==> src/rtl/enc_pkg.sv <==
// rtl/enc_pkg.sv - shared widths for the 8-to-3 encoder queue
package enc_pkg;

    localparam int ENC_IN_W  = 8;
    localparam int ENC_OUT_W = 3;

endpackage

==> src/rtl/prio_enc_8_3.sv <==
// rtl/prio_enc_8_3.sv - combinational 8-to-3 priority encoder, direction selectable
module prio_enc_8_3
    import enc_pkg::*;
#(
    parameter bit LSB_FIRST = 1'b0
) (
    input  logic [ENC_IN_W-1:0]  i_vec,
    output logic [ENC_OUT_W-1:0] o_idx,
    output logic                 o_any
);

    // Scan so that the last set bit visited is the winner: ascending scan
    // keeps the highest index, descending scan keeps the lowest.
    always_comb begin
        o_idx = '0;
        o_any = |i_vec;
        if (LSB_FIRST) begin
            for (int i = ENC_IN_W - 1; i >= 0; i--) begin
                if (i_vec[i]) o_idx = ENC_OUT_W'(i);
            end
        end else begin
            for (int i = 0; i < ENC_IN_W; i++) begin
                if (i_vec[i]) o_idx = ENC_OUT_W'(i);
            end
        end
    end

endmodule

==> src/rtl/encoder_8_3_queue.sv <==
// rtl/encoder_8_3_queue.sv - pending-request register drained one code per accept
module encoder_8_3_queue
    import enc_pkg::*;
#(
    parameter bit LSB_FIRST = 1'b0
) (
    input  logic                 clk,
    input  logic                 rst_n,
    input  logic                 E,
    input  logic [ENC_IN_W-1:0]  In,
    output logic [ENC_OUT_W-1:0] Out,
    output logic                 Valid,
    input  logic                 Ready,
    output logic                 Busy
);

    logic [ENC_IN_W-1:0]  r_pending;
    logic [ENC_OUT_W-1:0] r_out;
    logic                 r_valid;

    logic [ENC_OUT_W-1:0] w_idx;
    logic                 w_any;
    logic                 w_slot_free;
    logic                 w_load;
    logic [ENC_IN_W-1:0]  w_clr;
    logic [ENC_IN_W-1:0]  w_set;

    // Priority is taken from the registered pending vector only, never live In.
    prio_enc_8_3 #(
        .LSB_FIRST (LSB_FIRST)
    ) u_prio (
        .i_vec (r_pending),
        .o_idx (w_idx),
        .o_any (w_any)
    );

    assign w_slot_free = !r_valid || Ready;
    assign w_load      = w_slot_free && w_any;
    assign w_set       = E ? In : '0;

    // One-hot of the bit handed to Out this edge; zero when nothing is loaded.
    always_comb begin
        w_clr = '0;
        if (w_load) w_clr = ENC_IN_W'(1) << w_idx;
    end

    // Pending accumulates new requests; set is OR-ed after the clear so a
    // re-asserted bit survives the edge that serves it.
    always_ff @(posedge clk or negedge rst_n) begin
        if (!rst_n) begin
            r_pending <= '0;
        end else begin
            r_pending <= (r_pending & ~w_clr) | w_set;
        end
    end

    // Output slot: refill when free, otherwise hold the unaccepted code.
    always_ff @(posedge clk or negedge rst_n) begin
        if (!rst_n) begin
            r_out   <= '0;
            r_valid <= 1'b0;
        end else if (w_slot_free) begin
            if (w_any) begin
                r_out   <= w_idx;
                r_valid <= 1'b1;
            end else begin
                r_valid <= 1'b0;
            end
        end
    end

    assign Out   = r_out;
    assign Valid = r_valid;
    assign Busy  = (|r_pending) || r_valid;

endmodule
==> config.mk <==
export PLATFORM = sky130hd
export DESIGN_NAME = encoder_8_3_queue
export DESIGN_NICKNAME = d
export VERILOG_FILES = /design/src/rtl/enc_pkg.sv /design/src/rtl/prio_enc_8_3.sv /design/src/rtl/encoder_8_3_queue.sv
export SDC_FILE = /design/constraint.sdc
export NUM_CORES = 1
export LEC_CHECK = 0
export ABC_AREA = 1
export CORE_MARGIN = 3
export CORE_UTILIZATION = 41
export CTS_CLUSTER_DIAMETER = 120
export DETAILED_ROUTE_END_ITERATION = 10
export PLACE_DENSITY = 0.69
export REMOVE_ABC_BUFFERS = 1
export SETUP_SLACK_MARGIN = 0.4
export SLEW_MARGIN = 20
export SYNTH_ARGS = -nofsm -noshare
export SYNTH_HDL_FRONTEND = slang
export SYNTH_SLANG_ARGS = --single-unit
==> constraint.sdc <==
create_clock -name clk -period 1.5 [get_ports clk]
set_clock_uncertainty 0.2 [all_clocks]
set_input_delay 0.3 -clock clk [delete_from_list [all_inputs] [get_ports clk]]
set_output_delay 0.3 -clock clk [all_outputs]
set_load 0.01 [all_outputs]
==> results.txt <==
DRC viols = 0
xor/xnor share of the synthesized area = 0%
R2R setup slack = -0.07 ns
CTS max path bufs = 2
hpwl dp = 1110 µm
initial antenna violation count = 0
main combinational cell family by area after synthesis = simple AND/OR/NAND/NOR gates
Synth Register Bits = 12
worst min path class = in2async
wire per inst = 11.7 µm
CTS tree = built
PD cells = 851 nW/µm²
Setup CP Type = reg2out
via count = 659
reg2reg path depth = 10
slack of the critical path = -0.217 ns
most frequent cell on the critical path = nor2_4
Post-Synthesis Cells = 79
Yosys cell types = 18
Final Cycle Share = 114%
Leakage = 0.000527 µW
post-synthesis sequential area ratio = 46.1%
Die W = 45.9 µm
Synth area leaders = dfrtp_1 46%, nand2_1 16%, nor2_4 8.6%, o21ai_1 4.6%, inv_1 3.5%
GR met2 Demand/Resource = 32.1%
vias in the first global route = 639
mux contribution to synthesized area = 0%
final WL = 1630 µm
Initial Utilization = 46.6%
Post-CTS Hold Buffers = 0
slowest cell on the critical path = dfrtp_1
dominant cell type by area after synthesis = dfrtp_1
CP max stage delay = 0.42 ns
worst-margin pin slew = 0.199 ns
final core occ = 78.5%
htree depth = 1
Area growth syn-to-layout = 68.5%
share of layout cells above drive strength 1 = 52.0%
largest net degree at the start of global routing = 13
most frequent cells in the layout = 25 x nand2_1, 23 x buf_4, 12 x dfrtp_1
Tot GR Track Use = 17.9%
total core area = 1400 µm²
DP Worst Slack = -0.254 ns
Yosys top cell area share = 46.1%
fillers = 93
Initial DRC Count = 7
crit path time final = 1.72 ns
Via-to-Cell Ratio = 4.71
Worst-path clk slew = 0.08 ns
worst path required time = 1.00 ns
Synth Cell Area = 652 µm²
Final Hold Vio Count = 0
worst path cell trace = nor2_4 > nand2_2 > nor2_4 > nand2_1 > buf_2
clk_lat worst skew = 0.28 ns
Synth Area in Simple Gates = 38.0%
Data arrival, critical path = 1.22 ns
Pre-antenna DRT Iters = 4
routability-driven placement congestion ratio = 0.766
Max Freq = 583 MHz
gr ovfl total = 0
failing checks = setup timing
final setup violating endpoints = 6
worst vdd ir = 651 µV
met1 global-route usage = 19.4%
antenna-violating nets left = 0
CTS sink cnt = 12
Synth Area in Compound Gates = 7.68%
Slew Viols, Final = 0
CTS buffer count = 3
Critical R2R Capture = r_pending[0]$_DFF_PN0_
Diodes inserted = 0
met3 Use GR = 3.95%
worst-path fanout max = 2
Ports = 17
Rows = 13
die height = 45.9 µm
die area = 2100 µm²
commonest non-fill, non-tap cell in the layout = nand2_1
GR peak layer = met2
Post-Synth Adder-Cell Area = 0%
Max-cap violations = 0
Yosys Warn Count = 0
first-pass GRT wire length = 2610 µm
RSZ-0062 raised after global routing = yes
status = finished with violations
critical path launch point type = flip-flop
PortBufs = 16
clk root buf = clkbuf_4
final layout net count = 138
R2R Path Start = r_pending[5]$_DFF_PN0_
Mean Syn Cell Area = 8.25 µm²
crit end category = primary output
Max-slew headroom = 86.7%
-- per-stage QoR --
stage          hold WS [ns]  std cells  TNS (ns)  instance area (µm²)  total power, µW
2_1_floorplan        -0.196         78         0                  648              481
3_3_place_gp          0.263        123     -1.22                  932              589
4_1_cts               0.109        134    -0.363                 1040              911
5_1_grt               0.112        140    -0.987                 1100              984
3_5_place_dp          0.281        123     -1.38                  932              596
6_report              0.108        140    -0.449                 1100              935
-- critical path: cells and delay by family (launching register included) --
kind | cells | cell delay, ns
buffers and inverters | 1 | 0.13
flip-flops | 1 | 0.42
AND/OR/NAND/NOR | 4 | 0.40
-- synthesized netlist by cell type, drive strengths merged --
library cell   n
a22o           1
dfrtp         12
nand2         31
o21ai          7
buf            1
a31oi          1
nand3          3
nand4          1
inv           12
nor2          10
-- report_power, final --
group	switching (µW)	internal, µW
Combinational	143	162
Sequential	19.1	351
Clock	113	148
-- area by class of cell --
type | instances | area (µm²) | share of cell area (%)
tap | 15 | 18.8 | 1.71
timing repair buffer | 43 | 353 | 32.1
multi-input combinational | 54 | 335 | 30.5
clock buffer | 4 | 36.3 | 3.30
inverter | 12 | 55.1 | 5.01
sequential | 12 | 300 | 27.3
-- state kept, by name (all words and copies together), names as in the netlist --
| signal | count |
|---|---|
| r_pending | 8 |
| Valid | 1 |
| Out | 3 |
-- routing by layer --
metal,vias to the layer above,part of all wire [%]
met5,-,0
met2,21,55
li1,337,-
met4,0,0.86
met3,2,6.9
met1,299,38
-- kinds of logic after synthesis --
family,after synthesis
AND/OR/NAND/NOR,45
flip-flops,12
AO/OA/AOI/OAI,9
buffers and inverters,13
-- timing repair --
item | 4_1_cts | 5_1_grt
pin swaps | 7 | 15
resized for setup | 35 | 4
endpoints found under the setup margin | 17 | 17
setup buffers | 7 | 6
-- how the worst max path moves through the flow --
stage / startpoint / endpoint / slack, ns / cells after the start
final: r_pending[2]$_DFF_PN0_ / Busy / -0.22 / 5
after global routing: r_pending[2]$_DFF_PN0_ / Busy / -0.26 / 5
after CTS: r_pending[5]$_DFF_PN0_ / Busy / -0.21 / 5
after detailed placement: r_pending[2]$_DFF_PN0_ / Busy / -0.25 / 5
after global placement: r_pending[2]$_DFF_PN0_ / Busy / -0.23 / 5
after floorplan: r_pending[5]$_DFF_PN0_ / Busy / 0.15 / 4
Power figures use the tool's default switching activity.
